==> config.mk <==
export PLATFORM = sky130hd
export DESIGN_NAME = ysyx_230000_axi_sram_slave_flat
export DESIGN_NICKNAME = d
export VERILOG_FILES = /design/src/rtl/ysyx_230000_axi_sram_slave_if.sv /design/src/rtl/ysyx_230000_axi_sram_slave.sv /design/src/flat_wrapper.sv
export SDC_FILE = /design/constraint.sdc
export NUM_CORES = 1
export LEC_CHECK = 0
export ABC_AREA = 0
export CAP_MARGIN = 0
export CELL_PAD_IN_SITES_DETAIL_PLACEMENT = 0
export CELL_PAD_IN_SITES_GLOBAL_PLACEMENT = 1
export CORE_AREA = 10 10 244 246
export CTS_BUF_LIST = sky130_fd_sc_hd__clkbuf_4
export CTS_CLUSTER_SIZE = 16
export DETAILED_ROUTE_END_ITERATION = 8
export DIE_AREA = 0 0 254 256
export GPL_TIMING_DRIVEN = 0
export PLACE_DENSITY_LB_ADDON = 0.1
export RECOVER_POWER = 25
export SLEW_MARGIN = 10
export SYNTH_ARGS = -nofsm -noshare
export SYNTH_HDL_FRONTEND = slang
export SYNTH_SLANG_ARGS = --single-unit
==> constraint.sdc <==
create_clock -name clock -period 3.5 [get_ports clock]
set_input_delay 0.35 -clock clock [delete_from_list [all_inputs] [get_ports clock]]
set_output_delay 0.35 -clock clock [all_outputs]
set_load 0.05 [all_outputs]
==> src/rtl/ysyx_230000_axi_sram_slave_if.sv <==
// ysyx_230000_axi_sram_slave_if: AXI4 bus between an initiator and the SRAM responder
interface ysyx_230000_axi_sram_slave_if #(parameter int ID_W = 4);
  logic            awready;
  logic            awvalid;
  logic [31:0]     awaddr;
  logic [ID_W-1:0] awid;
  logic [7:0]      awlen;
  logic [2:0]      awsize;
  logic [1:0]      awburst;
  logic            wready;
  logic            wvalid;
  logic [63:0]     wdata;
  logic [7:0]      wstrb;
  logic            wlast;
  logic            bvalid;
  logic            bready;
  logic [1:0]      bresp;
  logic [ID_W-1:0] bid;
  logic            arready;
  logic            arvalid;
  logic [31:0]     araddr;
  logic [ID_W-1:0] arid;
  logic [7:0]      arlen;
  logic [2:0]      arsize;
  logic [1:0]      arburst;
  logic            rvalid;
  logic            rready;
  logic [63:0]     rdata;
  logic [1:0]      rresp;
  logic            rlast;
  logic [ID_W-1:0] rid;
  modport slave (
    output awready, wready, bvalid, bresp, bid, arready, rvalid, rdata, rresp, rlast, rid,
    input  awvalid, awaddr, awid, awlen, awsize, awburst, wvalid, wdata, wstrb, wlast,
    input  bready, arvalid, araddr, arid, arlen, arsize, arburst, rready
  );
  modport master (
    input  awready, wready, bvalid, bresp, bid, arready, rvalid, rdata, rresp, rlast, rid,
    output awvalid, awaddr, awid, awlen, awsize, awburst, wvalid, wdata, wstrb, wlast,
    output bready, arvalid, araddr, arid, arlen, arsize, arburst, rready
  );
endinterface

==> src/rtl/ysyx_230000_axi_sram_slave.sv <==
// ysyx_230000_axi_sram_slave: AXI4 responder backed by one 64x128-bit SRAM macro
module ysyx_230000_axi_sram_slave #(
  parameter int ID_W = 4
) (
  input  logic                              clock,
  input  logic                              reset,
  ysyx_230000_axi_sram_slave_if.slave       io_slave,
  output logic [5:0]                        io_sram_addr,
  output logic                              io_sram_cen,
  output logic                              io_sram_wen,
  output logic [127:0]                      io_sram_wmask,
  output logic [127:0]                      io_sram_wdata,
  input  logic [127:0]                      io_sram_rdata
);
  typedef enum logic [2:0] {IDLE, WR_DATA, WR_RESP, RD_REQ, RD_DATA} state_e;
  state_e          state_q;
  logic [9:0]      addr_q, addr_d;
  logic [ID_W-1:0] id_q;
  logic [7:0]      len_q, cnt_q;
  logic [1:0]      size_q, burst_q;
  logic            err_q, wr_gnt_last_q, first_q;
  logic            bvalid_q, rvalid_q, rlast_q;
  logic [1:0]      bresp_q, rresp_q;
  logic [63:0]     rdata_q, rdata_d;
  logic            idle, bad, aw_gnt, ar_gnt, w_beat, w_last, mismatch;
  logic [63:0]     mask64, rd_half;
  logic            unused_hi;
  assign unused_hi = ^{io_slave.awaddr[31:10], io_slave.araddr[31:10]};
  for (genvar i = 0; i < 8; i++) begin : g_mask
    assign mask64[8*i +: 8] = {8{~io_slave.wstrb[i]}};
  end
  // Arbitration, beat address stepping and read-data selection
  always_comb begin
    idle     = state_q == IDLE && !reset;
    aw_gnt   = idle && (!io_slave.arvalid || (io_slave.awvalid && !wr_gnt_last_q));
    ar_gnt   = idle && !aw_gnt;
    bad      = burst_q[1];
    addr_d   = burst_q == 2'b01 ? addr_q + (10'd1 << size_q) : addr_q;
    w_beat   = state_q == WR_DATA && io_slave.wvalid;
    w_last   = cnt_q == len_q;
    mismatch = io_slave.wlast != w_last;
    rd_half  = addr_q[3] ? io_sram_rdata[127:64] : io_sram_rdata[63:0];
    rdata_d  = first_q ? (bad ? 64'd0 : rd_half) : rdata_q;
  end
  assign io_slave.awready = aw_gnt;
  assign io_slave.arready = ar_gnt;
  assign io_slave.wready  = state_q == WR_DATA;
  assign io_slave.bvalid  = bvalid_q;
  assign io_slave.bresp   = bresp_q;
  assign io_slave.bid     = id_q;
  assign io_slave.rvalid  = rvalid_q;
  assign io_slave.rdata   = rdata_d;
  assign io_slave.rresp   = rresp_q;
  assign io_slave.rlast   = rlast_q;
  assign io_slave.rid     = id_q;
  assign io_sram_addr  = addr_q[9:4];
  assign io_sram_cen   = !((w_beat || state_q == RD_REQ) && !bad);
  assign io_sram_wen   = !(w_beat && !bad);
  assign io_sram_wmask = w_beat && !bad ? (addr_q[3] ? {mask64, {64{1'b1}}} : {{64{1'b1}}, mask64}) : '1;
  assign io_sram_wdata = w_beat ? {2{io_slave.wdata}} : '0;
  // Transaction FSM with registered response outputs
  always_ff @(posedge clock or posedge reset)
    if (reset) begin
      state_q       <= IDLE;
      addr_q        <= '0;
      id_q          <= '0;
      len_q         <= '0;
      cnt_q         <= '0;
      size_q        <= '0;
      burst_q       <= '0;
      err_q         <= 1'b0;
      wr_gnt_last_q <= 1'b0;
      first_q       <= 1'b0;
      bvalid_q      <= 1'b0;
      rvalid_q      <= 1'b0;
      rlast_q       <= 1'b0;
      bresp_q       <= '0;
      rresp_q       <= '0;
      rdata_q       <= '0;
    end else begin
      first_q <= 1'b0;
      rdata_q <= rdata_d;
      case (state_q)
        IDLE:
          if (aw_gnt && io_slave.awvalid) begin
            addr_q        <= io_slave.awaddr[9:0];
            id_q          <= io_slave.awid;
            len_q         <= io_slave.awlen;
            size_q        <= io_slave.awsize[2] ? 2'd3 : io_slave.awsize[1:0];
            burst_q       <= io_slave.awburst;
            cnt_q         <= '0;
            err_q         <= 1'b0;
            wr_gnt_last_q <= 1'b1;
            state_q       <= WR_DATA;
          end else if (ar_gnt && io_slave.arvalid) begin
            addr_q        <= io_slave.araddr[9:0];
            id_q          <= io_slave.arid;
            len_q         <= io_slave.arlen;
            size_q        <= io_slave.arsize[2] ? 2'd3 : io_slave.arsize[1:0];
            burst_q       <= io_slave.arburst;
            cnt_q         <= '0;
            wr_gnt_last_q <= 1'b0;
            state_q       <= RD_REQ;
          end
        WR_DATA:
          if (io_slave.wvalid) begin
            addr_q <= addr_d;
            cnt_q  <= cnt_q + 8'd1;
            err_q  <= err_q || mismatch;
            if (w_last) begin
              bvalid_q <= 1'b1;
              bresp_q  <= (err_q || mismatch || bad) ? 2'b10 : 2'b00;
              state_q  <= WR_RESP;
            end
          end
        WR_RESP:
          if (io_slave.bready) begin
            bvalid_q <= 1'b0;
            err_q    <= 1'b0;
            state_q  <= IDLE;
          end
        RD_REQ: begin
          rvalid_q <= 1'b1;
          first_q  <= 1'b1;
          rlast_q  <= w_last;
          rresp_q  <= bad ? 2'b10 : 2'b00;
          state_q  <= RD_DATA;
        end
        RD_DATA:
          if (io_slave.rready) begin
            rvalid_q <= 1'b0;
            if (rlast_q) state_q <= IDLE;
            else begin
              addr_q  <= addr_d;
              cnt_q   <= cnt_q + 8'd1;
              state_q <= RD_REQ;
            end
          end
        default: state_q <= IDLE;
      endcase
    end
endmodule

==> src/flat_wrapper.sv <==
// flat-port wrapper written by rule: the top's interface ports become plain ports
module ysyx_230000_axi_sram_slave_flat 
#(
  parameter int ID_W = 4
)
  (clock, reset, io_sram_addr, io_sram_cen, io_sram_wen, io_sram_wmask, io_sram_wdata, io_sram_rdata, io_slave_awready, io_slave_wready, io_slave_bvalid, io_slave_bresp, io_slave_bid, io_slave_arready, io_slave_rvalid, io_slave_rdata, io_slave_rresp, io_slave_rlast, io_slave_rid, io_slave_awvalid, io_slave_awaddr, io_slave_awid, io_slave_awlen, io_slave_awsize, io_slave_awburst, io_slave_wvalid, io_slave_wdata, io_slave_wstrb, io_slave_wlast, io_slave_bready, io_slave_arvalid, io_slave_araddr, io_slave_arid, io_slave_arlen, io_slave_arsize, io_slave_arburst, io_slave_rready);
  ysyx_230000_axi_sram_slave_if #(.ID_W(ID_W)) io_slave_i ();
  input  logic clock;
  input  logic reset;
  output logic [5:0] io_sram_addr;
  output logic io_sram_cen;
  output logic io_sram_wen;
  output logic [127:0] io_sram_wmask;
  output logic [127:0] io_sram_wdata;
  input  logic [127:0] io_sram_rdata;
  output wire logic [$bits(io_slave_i.awready)-1:0] io_slave_awready;
  output wire logic [$bits(io_slave_i.wready)-1:0] io_slave_wready;
  output wire logic [$bits(io_slave_i.bvalid)-1:0] io_slave_bvalid;
  output wire logic [$bits(io_slave_i.bresp)-1:0] io_slave_bresp;
  output wire logic [$bits(io_slave_i.bid)-1:0] io_slave_bid;
  output wire logic [$bits(io_slave_i.arready)-1:0] io_slave_arready;
  output wire logic [$bits(io_slave_i.rvalid)-1:0] io_slave_rvalid;
  output wire logic [$bits(io_slave_i.rdata)-1:0] io_slave_rdata;
  output wire logic [$bits(io_slave_i.rresp)-1:0] io_slave_rresp;
  output wire logic [$bits(io_slave_i.rlast)-1:0] io_slave_rlast;
  output wire logic [$bits(io_slave_i.rid)-1:0] io_slave_rid;
  input wire logic [$bits(io_slave_i.awvalid)-1:0] io_slave_awvalid;
  input wire logic [$bits(io_slave_i.awaddr)-1:0] io_slave_awaddr;
  input wire logic [$bits(io_slave_i.awid)-1:0] io_slave_awid;
  input wire logic [$bits(io_slave_i.awlen)-1:0] io_slave_awlen;
  input wire logic [$bits(io_slave_i.awsize)-1:0] io_slave_awsize;
  input wire logic [$bits(io_slave_i.awburst)-1:0] io_slave_awburst;
  input wire logic [$bits(io_slave_i.wvalid)-1:0] io_slave_wvalid;
  input wire logic [$bits(io_slave_i.wdata)-1:0] io_slave_wdata;
  input wire logic [$bits(io_slave_i.wstrb)-1:0] io_slave_wstrb;
  input wire logic [$bits(io_slave_i.wlast)-1:0] io_slave_wlast;
  input wire logic [$bits(io_slave_i.bready)-1:0] io_slave_bready;
  input wire logic [$bits(io_slave_i.arvalid)-1:0] io_slave_arvalid;
  input wire logic [$bits(io_slave_i.araddr)-1:0] io_slave_araddr;
  input wire logic [$bits(io_slave_i.arid)-1:0] io_slave_arid;
  input wire logic [$bits(io_slave_i.arlen)-1:0] io_slave_arlen;
  input wire logic [$bits(io_slave_i.arsize)-1:0] io_slave_arsize;
  input wire logic [$bits(io_slave_i.arburst)-1:0] io_slave_arburst;
  input wire logic [$bits(io_slave_i.rready)-1:0] io_slave_rready;
  assign io_slave_awready = io_slave_i.awready;
  assign io_slave_wready = io_slave_i.wready;
  assign io_slave_bvalid = io_slave_i.bvalid;
  assign io_slave_bresp = io_slave_i.bresp;
  assign io_slave_bid = io_slave_i.bid;
  assign io_slave_arready = io_slave_i.arready;
  assign io_slave_rvalid = io_slave_i.rvalid;
  assign io_slave_rdata = io_slave_i.rdata;
  assign io_slave_rresp = io_slave_i.rresp;
  assign io_slave_rlast = io_slave_i.rlast;
  assign io_slave_rid = io_slave_i.rid;
  assign io_slave_i.awvalid = io_slave_awvalid;
  assign io_slave_i.awaddr = io_slave_awaddr;
  assign io_slave_i.awid = io_slave_awid;
  assign io_slave_i.awlen = io_slave_awlen;
  assign io_slave_i.awsize = io_slave_awsize;
  assign io_slave_i.awburst = io_slave_awburst;
  assign io_slave_i.wvalid = io_slave_wvalid;
  assign io_slave_i.wdata = io_slave_wdata;
  assign io_slave_i.wstrb = io_slave_wstrb;
  assign io_slave_i.wlast = io_slave_wlast;
  assign io_slave_i.bready = io_slave_bready;
  assign io_slave_i.arvalid = io_slave_arvalid;
  assign io_slave_i.araddr = io_slave_araddr;
  assign io_slave_i.arid = io_slave_arid;
  assign io_slave_i.arlen = io_slave_arlen;
  assign io_slave_i.arsize = io_slave_arsize;
  assign io_slave_i.arburst = io_slave_arburst;
  assign io_slave_i.rready = io_slave_rready;
  ysyx_230000_axi_sram_slave #(.ID_W(ID_W)) u_core (.clock(clock), .reset(reset), .io_slave(io_slave_i), .io_sram_addr(io_sram_addr), .io_sram_cen(io_sram_cen), .io_sram_wen(io_sram_wen), .io_sram_wmask(io_sram_wmask), .io_sram_wdata(io_sram_wdata), .io_sram_rdata(io_sram_rdata));
endmodule
# Yosys cells after proc, flatten, opt, wreduce, memory -nomap -nowiden
# Cells that the tools add are included.
[word_totals]
word_cells = 125
inputBits = 306
register_bits = 111
output_inout_bits = 346
[classes]
n_bitwise = 8
n_addsub = 2
mux = 51
n_eq_ne = 14
n_shift = 1
n_reduce_logical = 33
[op_table]
columns = ["operator", "n"]
rows = [
  ["128-bit 2-to-1 mux", 3],
  ["64-bit 2-to-1 mux", 3],
  ["10-bit 2-to-1 mux", 6],
  ["8-bit 2-to-1 mux", 7],
  ["10-bit one-hot mux with 3 select lines", 1],
  ["8-bit one-hot mux with 3 select lines", 1],
  ["2-bit 2-to-1 mux", 9],
  ["3-bit 2-to-1 mux", 6],
  ["3-bit one-hot mux with 5 select lines", 1],
  ["10-bit adder", 1],
  ["5-bit AND reduction", 2],
  ["1-bit by 2-bit << shifter with 10-bit output (first input constant)", 1],
  ["1-bit logical AND", 9],
  ["1-bit 2-to-1 mux", 9],
  ["8-bit by 1-bit adder with 8-bit output (second input constant)", 1],
  ["8-bit == test", 1],
  ["4-bit 2-to-1 mux", 2],
  ["2-bit inequality test (second input constant)", 4],
  ["1-bit NOT", 8],
  ["4-bit AND reduction", 2],
  ["1-bit zero test", 7],
  ["3-bit by 2-bit == test with 1-bit output (second input constant)", 2],
  ["2-bit nonzero test", 3],
  ["3-bit nonzero test", 2],
  ["other kinds (12)", 18],
]

# Logic depth before layout (Yosys ltp)
# Gate-level depths: netlist (run 1).
[depth]
depth_word = 10
depth_mapped = 8
ltp_nobuf = 8

# Worst setup path before layout (run 1)
# No wires, ideal clock.
[synth_path]
path_type = "input to register"
from = "input reset"
to = "register u_core.size_q[0]"
slack_ns = -0.642
cell_stages = 7
setup_time_ns = 0.082
arrival_time_ns = 4.060
path_buffers = 1
cell_sequence = "inv_1 > nand3_1 > or2_2 > buf_2 > inv_1 > o21ai_0 > a31oi_1"
[synth_via]
elab_chain_cells = 8
word_cells_on_any_way = 10
classes_between = "mux: 1; reduce/logical: 9"
[synth_lines]
columns = ["element", "line", "text"]
rows = [
  ["start, declared", "flat_wrapper.sv:9", "input logic reset;"],
  ["1-bit zero test *", "ysyx_230000_axi_sram_slave.sv:34", "idle = state_q == IDLE && !reset;"],
  ["1-bit logical AND *", "ysyx_230000_axi_sram_slave.sv:34", ""],
  ["1-bit logical AND", "ysyx_230000_axi_sram_slave.sv:35", "aw_gnt = idle && (!io_slave.arvalid || (io_slave.awvalid && !wr_gnt_last_q));"],
  ["1-bit zero test", "ysyx_230000_axi_sram_slave.sv:36", "ar_gnt = idle && !aw_gnt;"],
  ["1-bit logical AND *", "ysyx_230000_axi_sram_slave.sv:36", ""],
  ["named net io_slave_arready", "flat_wrapper.sv:21", "output wire logic [$bits(io_slave_i.arready)-1:0] io_slave_arready;"],
  ["1-bit logical AND *", "ysyx_230000_axi_sram_slave.sv:95", "end else if (ar_gnt && io_slave.arvalid) begin"],
  ["2-bit nonzero test (no line) *", "n/a", ""],
  ["2-bit AND reduction (no line) *", "n/a", ""],
  ["end signal, assigned", "ysyx_230000_axi_sram_slave.sv:89", "size_q <= io_slave.awsize[2] ? 2'd3 : io_slave.awsize[1:0];"],
  ["end signal, assigned", "ysyx_230000_axi_sram_slave.sv:99", "size_q <= io_slave.arsize[2] ? 2'd3 : io_slave.arsize[1:0];"],
  ["end, declared", "ysyx_230000_axi_sram_slave.sv:20", "logic [1:0] size_q, burst_q;"],
]
# The timed path passes the listed nets; every way through them passes the cells marked *.
# A chain may end at the register's enable or synchronous reset.

# Worst setup path after layout (run 1)
[layout_path]
from = "register u_core.state_q[2]"
to = "output io_sram_wdata[63]"
[layout_via]
elab_chain_cells = 3
[layout_lines]
columns = ["element", "line", "text"]
rows = [
  ["start, declared", "ysyx_230000_axi_sram_slave.sv:16", "state_e state_q;"],
  ["start signal, assigned", "ysyx_230000_axi_sram_slave.sv:64", "state_q <= IDLE;"],
  ["start signal, assigned", "ysyx_230000_axi_sram_slave.sv:94", "state_q <= WR_DATA;"],
  ["start signal, assigned", "ysyx_230000_axi_sram_slave.sv:103", "state_q <= RD_REQ;"],
  ["3-bit by 1-bit == test with 1-bit output", "ysyx_230000_axi_sram_slave.sv:39", "w_beat = state_q == WR_DATA && io_slave.wvalid;"],
  ["1-bit logical AND", "ysyx_230000_axi_sram_slave.sv:39", ""],
  ["128-bit 2-to-1 mux", "ysyx_230000_axi_sram_slave.sv:60", "assign io_sram_wdata = w_beat ? {2{io_slave.wdata}} : '0;"],
  ["end, declared", "flat_wrapper.sv:14", "output logic [127:0] io_sram_wdata;"],
]
# No other way between the ends.

==> results of run 1 <==
-- final cells by class --
cell class	instances	area [um^2]
fillers	6082	40400
flip-flops and latches	109	2730
plain buffers	229	1620
clock inverters	7	106
multi-input cells	443	3030
repair buffers	612	5580
well taps	704	881
inverters	72	272
clock buffers	9	67.6
diodes	5	12.5
-- metrics by stage --
| step | setup slack [ns] | instance area, um^2 | total power, mW |
|---|---|---|---|
| 6_report | 0.241 | 14300 | 10.7 |
| 5_1_grt | -0.00285 | 14300 | 11.4 |
| 4_1_cts | 0.0000613 | 14700 | 10.9 |
| 3_5_place_dp | -0.602 | 14600 | 10.4 |
| 3_3_place_gp | -2.46 | 14500 | 10.4 |
| 2_1_floorplan | 0.347 | 7610 | 7.41 |
-- cells in the final DEF (no fill, tap or decap), types with 68 or more instances in the layout --
cell / count
and2_1: 68
dlygate4sd2_1: 99
o22ai_1: 83
buf_4: 195
clkdlybuf4s50_1: 301
clkbuf_2: 114
clkdlybuf4s15_2: 76
inv_1: 71
dfrtp_1: 109
mux2i_1: 68
-- state kept, by name (all words and copies together), names as in the netlist --
register and cells:
u_core.state_q 3, u_core.size_q 2, u_core.addr_q 10, u_core.io_slave.bvalid 1
u_core.wr_gnt_last_q 1, u_core.io_slave.rvalid 1, u_core.io_slave.bresp 1, u_core.first_q 1
u_core.io_slave.rresp 1, u_core.len_q 8, u_core.err_q 1, u_core.burst_q 2
u_core.io_slave.rlast 1, u_core.cnt_q 8, u_core.rdata_q 64, u_core.io_slave.bid 4
-- worst register-to-register path, stage by stage, from the launching register on --
cell and delay, ns:
dfrtp_1 0.45, nor2_1 0.08, ha_1 0.23, fa_1 0.44, a211oi_1 0.39, nor4_2 0.16, a311o_1 0.37, o211a_1 0.12
-- final timing paths --
| kind | start | to | slack (ns) | cells past startpoint |
|---|---|---|---|---|
| max | u_core.state_q[2]$_DFFE_PP0P_ | io_sram_wdata[63] | 0.24 | 6 |
| min | reset | u_core.io_slave.rvalid$_DFFE_PP0P_ | 0.31 | 2 |
| max reg2reg | u_core.size_q[0]$_DFFE_PP0P_ | u_core.addr_q[6]$_DFFE_PP0P_ | 1.19 | 7 |
| min reg2reg | u_core.rdata_q[49]$_DFF_PP0_ | u_core.rdata_q[49]$_DFF_PP0_ | 0.54 | 2 |
| max in group asynchronous | reset | u_core.rdata_q[0]$_DFF_PP0_ | 0.86 | 5 |
| min in group clock | io_slave_awid[2] | u_core.io_slave.bid[2]$_DFFE_PP0P_ | 0.35 | 3 |
-- routing by layer --
layer / part of all wire, % / GRT usage (%) / vias up / routed length [um]
li1: - / - / 3919 / -
met1: 37 / 14.7 / 3623 / 17900
met2: 52 / 26.2 / 314 / 24900
met3: 9.3 / 5.06 / 23 / 4450
met4: 0.92 / 3.09 / 6 / 440
met5: 0.071 / 0 / - / 34
-- what timing repair did --
| item | in CTS | in global routing |
|---|---|---|
| setup endpoints to repair | 314 | 195 |
| hold buffers | 0 | 0 |
| pin swaps | 2 | 0 |
| resized for setup | 491 | 225 |
| setup buffers | 3 | 0 |
-- cell usage after synthesis (7+ instances only) --
cell / count / area share, %
buf_4: 190 / 19
dfrtp_1: 109 / 36
o22ai_1: 83 / 6.8
inv_1: 72 / 3.6
and2_1: 68 / 5.6
mux2i_1: 68 / 9.0
nor2_1: 47 / 2.3
nand2_1: 42 / 2.1
clkbuf_1: 23 / 1.1
a21oi_1: 14 / 0.92
o21ai_0: 11 / 0.72
buf_2: 10 / 0.66
nand3_1: 10 / 0.66
xnor2_1: 8 / 0.92
mux2_2: 7 / 1.0
nor3_1: 7 / 0.46
-- logic make-up (layout without fill, tap and decap cells) --
kind of cell             after synthesis  count (layout)  synth area share (%)
buffers and inverters                302             929                  24.8
flip-flops                           109             109                  35.9
other                                  1               7                0.0493
XOR/XNOR                              14              14                  1.86
AO/OA/AOI/OAI                        136             136                  11.5
AND/OR/NAND/NOR                      209             209                  14.6
multiplexers                          76              76                  10.2
adder cells (fa/ha/maj)                6               6                  1.09
-- power groups by stage --
stage	registers [mW]	logic, mW	clock network [mW]
2_1_floorplan	2.12	5.28	0
3_3_place_gp	2.09	8.34	0
3_5_place_dp	2.10	8.31	0
4_1_cts	2.07	8.02	0.858
5_1_grt	2.14	8.35	0.891
6_report	2.06	7.81	0.787
==> summary.md, run 1 <==
| Metric | Value |
|---|---|
| CTS max path bufs | `2` |
| Max-cap viol count | `1` |
| TritonCTS Sinks | `109` |
| Net Sw Frac | `57.9%` |
| Worst Setup End Kind | `output pin` |
| Number of global-route vias before repair | `8207` |
| Global-route wire length before repair | `65500 um` |
| Avg Synthesized Cell Area | `8.91 um^2` |
| Int Power | `4.49 mW` |
| Fin util | `26.2%` |
| Die X | `254 um` |
| Initial Util | `13.9%` |
| Vias per inst | `3.60` |
| Post-route ant nets | `0` |
| Worst EP required | `3.15 ns` |
| Final hold vios | `0` |
| Share of post-route cells with drive strength above 1 | `30.5%` |
| Final setup viols | `0` |
| Setup Skew | `0.0428 ns` |
| Outcome | `finished with violations` |
| Slew headroom | `-24.9%` |
| Port Buf Inserts | `605` |
| Synthesized area | `0.00760 mm^2` |
| CTS Root Cell | `clkbuf_4` |
| Area growth syn-to-layout | `88.1%` |
| Sequential area share after synthesis | `35.9%` |
| Static Leak | `6.90 nW` |
| CP arrival | `2.91 ns` |
| Fin crit share | `93.1%` |
| GR Util All Layers | `14.1%` |
| Setup TNS | `0 ns` |
| Via count | `7885` |
| Die height | `256 um` |
| H-tree depth | `3` |
| IR drop worst, VDD | `346 uV` |
| Clk pwr share | `7.4%` |
| DIE AREA | `0.0650 mm^2` |
| Hold WC Path Type | `in2async` |
| Top_reg_cell synth | `dfrtp_1` |
| Gate power share | `73.3%` |
| Cell variety after synth | `63` |
| Critical Path Slowest Stage Cell | `clkdlybuf4s50_1` |
| Sequential share of power | `19.3%` |
| Buf/Inv on CP | `3` |
| Slowest cell delay on critical path | `0.84 ns` |
| Syn Inst Count | `853` |
| Core Region | `0.0547 mm^2` |
| Iteration-0 DRC Markers | `233` |
| Largest net degree at the start of global routing | `33` |
| WL final | `47700 um` |
| Final hold slack | `0.305 ns` |
| Clock Latency Late Sink | `0.60 ns` |
| Pre-antenna DRT Iters | `4` |
| Post-route DRC | `0` |
| Post-synth EDFFs | `0` |
| Total global routing overflow | `0` |
| Worst Path Max Fanout | `10` |
| Crit path time final | `3.26 ns` |
| Post-DP HPWL | `41500 um` |
| Max frequency | `307 MHz` |
| Flop and latch count out of synthesis | `109` |
| Cell Pwr Density | `745 mW/mm^2` |
| P_sw | `6.17 mW` |
| Worst-Margin Slew | `1.87 ns` |
| Crit Path Category | `reg2out` |
| RePlAce Congestion | `0.775` |
| Num CTS Buffers | `9` |
| Final Slew Violations | `31` |
| Initial antenna violation count | `9` |
| Num ports | `652` |
| Nets | `1788` |
| CTS tree | `yes` |
| Post-synthesis async set-or-reset flop share | `100%` |
| Yosys warning count | `0` |
| Critical path's top delay family | `buffers and inverters` |
| Clk slew on worst S/H paths | `0.21 ns` |
| Failing checks | `max-capacitance violations, max-slew violations` |
| Crit-path cells | `buf_4 > nor2_1 > and3_4 > buf_2 > and2_1 > clkdlybuf4s50_1` |
| WL per Instance | `21.8 um` |
| Inst Count DP | `2167` |
| Rows | `86` |
| Final non-filler cell total | `2190` |
| Startpoint types | `flop` |
Note: power is estimated with default switching activity, not from simulation.
==> run 2: changes to the inputs <==
--- a/config.mk
+++ b/config.mk
@@ -9,13 +9,13 @@
 export CAP_MARGIN = 0
 export CELL_PAD_IN_SITES_DETAIL_PLACEMENT = 0
 export CELL_PAD_IN_SITES_GLOBAL_PLACEMENT = 1
-export CORE_AREA = 10 10 244 246
+export CORE_AREA = 2 2 250 252
 export CTS_BUF_LIST = sky130_fd_sc_hd__clkbuf_4
 export CTS_CLUSTER_SIZE = 16
 export DETAILED_ROUTE_END_ITERATION = 8
-export DIE_AREA = 0 0 254 256
+export DIE_AREA = 0 0 252 254
 export GPL_TIMING_DRIVEN = 0
-export PLACE_DENSITY_LB_ADDON = 0.1
+export PLACE_DENSITY = 0.56
 export RECOVER_POWER = 25
 export SLEW_MARGIN = 10
 export SYNTH_ARGS = -nofsm -noshare
==> run 2 against run 1 <==
  * The run still ends with max-capacitance violations, max-slew violations left
  * Wire length shrank 14%
  * Flip-flop and latch count unchanged
  * Largest cell class unchanged
  * Largest power group unchanged
  * Non-clock buffer count rose by 4
  * Via count rose by 2.2%
  * Utilization shrank 2.4 points
  * Final cell count rose by 4.3%
  * Combinational power decreased by 2%
  * Clock power shrank 8.9%
  * Hold slack got worse by 0.13 ns
  * Highest routed layer is now met4
==> summary.md, run 2 (synthesis results as in run 1) <==
| Metric | Value |
|---|---|
| Seq. cell area | `0.00273 mm^2` |
| Largest regs | `u_core.rdata_q (64), u_core.addr_q (10)` |
| Initial antenna violation count | `7` |
| Commonest non-fill, non-tap cell in the layout | `clkdlybuf4s50_1` |
| Buf/Inv on CP | `4` |
| DIE AREA | `0.0640 mm^2` |
| Number of global-route vias before repair | `8170` |
| CTS max path bufs | `2` |
| Routed length on met3 | `2750 um` |
| Crit Path Category | `reg2out` |
| Final Slew Violations | `35` |
| Nets | `1792` |
| Worst Setup End Kind | `output pin` |
| IR drop worst, VDD | `454 uV` |
| Post-route DRC | `0` |
| Share of post-route cells with drive strength above 1 | `26.5%` |
| Commonest cells after routing, fill and taps aside | `clkdlybuf4s50_1, buf_4, dlygate4sd2_1` |
| Rows | `91` |
| Most used cell, CP | `buf_4` |
| Vias per inst | `3.53` |
| Max frequency | `301 MHz` |
| Die height | `254 um` |
| Core Region | `0.0613 mm^2` |
| Largest net degree at the start of global routing | `35` |
| Final setup viols | `0` |
| Clock Latency Late Sink | `0.60 ns` |
| Setup Skew | `0.0236 ns` |
| Die X | `252 um` |
| Pwr Total | `10.4 mW` |
| Max-cap viol count | `1` |
| Total global routing overflow | `0` |
| Crit-path cells | `buf_4 > nor2_2 > and3_4 > clkbuf_1 > and2_1 > buf_4 > clkdlybuf4s15_1` |
| Startpoint types | `flop` |
| # hold bufs at CTS | `0` |
| Global-route wire length before repair | `56300 um` |
| GR Util All Layers | `12.1%` |
| Post-route ant nets | `0` |
| RePlAce Congestion | `0.814` |
| Critical Path Slowest Stage Cell | `clkdlybuf4s15_1` |
| Clk slew on worst S/H paths | `0.21 ns` |
| Failing checks | `max-capacitance violations, max-slew violations` |
| CP arrival | `2.97 ns` |
| Num ports | `652` |
| Pre-antenna DRT Iters | `4` |
| Slowest cell delay on critical path | `0.62 ns` |
| Top Metal Used | `met4` |
| H-tree depth | `3` |
| Number of fill cells | `6783` |
| Hold WC Path Type | `in2async` |
| Initial Util | `12.4%` |
| WL final | `40900 um` |
| Area growth syn-to-layout | `91.1%` |
| Worst-Margin Slew | `1.61 ns` |
| Area of the multi-input gates | `0.00305 mm^2` |
| Fin crit share | `94.8%` |
| Final hold vios | `0` |
| Worst Path Max Fanout | `10` |
| TritonCTS Sinks | `109` |
| CTS tree | `yes` |
| Max reg flops | `64` |
| Dpl cell area | `0.0147 mm^2` |
| Worst EP required | `3.15 ns` |
| Outcome | `finished with violations` |
| CTS Root Cell | `clkbuf_4` |
| Crit path time final | `3.32 ns` |
| WL per Instance | `17.9 um` |
| M1 WL | `16200 um` |
| Static Leak | `6.95 nW` |
| Top reg by flops | `u_core.rdata_q` |
| Port Buf Inserts | `605` |
| Fin util | `23.7%` |
| Routed met2 length | `20700 um` |
| Critical path's top delay family | `buffers and inverters` |
| Iteration-0 DRC Markers | `283` |
| Post-route cell area | `0.0145 mm^2` |
| Cell Pwr Density | `719 mW/mm^2` |
| Slew headroom | `-7.58%` |
| Post-DP HPWL | `34900 um` |
| Via count | `8058` |
| Num CTS Buffers | `9` |
run 2: cell count changes in the layout (fill, tap and decap cells not counted), sizes merged, moves of 8 or more:
| cell | change |
|---|---|
| dlygate4sd2 | +89 |
| clkbuf | -56 |
| buf | +11 |
| dlymetal6s2s | -9 |
| clkdlybuf4s50 | -8 |
| clkdlybuf4s15 | -25 |
run 2: power by group:
group / internal, mW / total (mW) / switching [mW]
combinational: 2.46 / 7.64 / 5.17
sequential: 1.76 / 2.09 / 0.329
clock: 0.167 / 0.717 / 0.550
run 2: final timing paths:
| path | startpoint | end | slack, ns | cells past startpoint |
|---|---|---|---|---|
| max | u_core.state_q[2]$_DFFE_PP0P_ | io_sram_wdata[72] | 0.18 | 7 |
| min | reset | u_core.io_slave.bvalid$_DFFE_PP0P_ | 0.18 | 2 |
| max reg2reg | u_core.state_q[2]$_DFFE_PP0P_ | u_core.addr_q[1]$_DFFE_PP0P_ | 1.05 | 6 |
| min reg2reg | u_core.rdata_q[39]$_DFF_PP0_ | u_core.rdata_q[39]$_DFF_PP0_ | 0.54 | 2 |
| max in group asynchronous | reset | u_core.rdata_q[51]$_DFF_PP0_ | 0.51 | 4 |
| min in group clock | io_slave_awburst[1] | u_core.burst_q[1]$_DFFE_PP0P_ | 0.33 | 3 |
run 2: layout make-up:
cell class | instances | share of cell area, %
clock inverters | 7 | 0.534
diodes | 9 | 0.155
plain buffers | 229 | 11.2
clock buffers | 9 | 0.465
inverters | 72 | 1.89
well taps | 790 | 6.80
flip-flops and latches | 109 | 18.8
repair buffers | 616 | 39.2
multi-input cells | 443 | 21.0
run 2: worst register-to-register path, cell delays in order, from the launching register on:
cell and delay [ns]:
dfrtp_1 0.43, buf_4 0.22, nor3_1 0.07, o21ai_0 0.38
nand2_1 0.47, a21oi_2 0.42, mux2_2 0.38
run 2: per-stage QoR:
stage | instances | TNS, ns | hold WS (ns) | setup WS (ns)
2_1_floorplan | 854 | 0 | 0.434 | 0.347
3_3_place_gp | 2249 | -60.75 | 0.494 | -2.37
3_5_place_dp | 2253 | -25.59 | 0.504 | -0.322
4_1_cts | 2275 | 0 | 0.164 | 0.000740
5_1_grt | 2279 | -0.0102 | 0.134 | -0.00339
6_report | 2284 | 0 | 0.178 | 0.180
run 2: metal layers:
layer	vias up	global-route usage, %
met1	3774	13.6
met2	314	21.6
met4	0	4.68
met3	34	3.34
met5	-	0
li1	3936	-
run 2: repair_timing:
action	in CTS	in global routing
gates resized for setup	491	94
pin swaps	2	1
buffers inserted	7	0
endpoints found under the setup margin	320	177
gates cloned	0	0
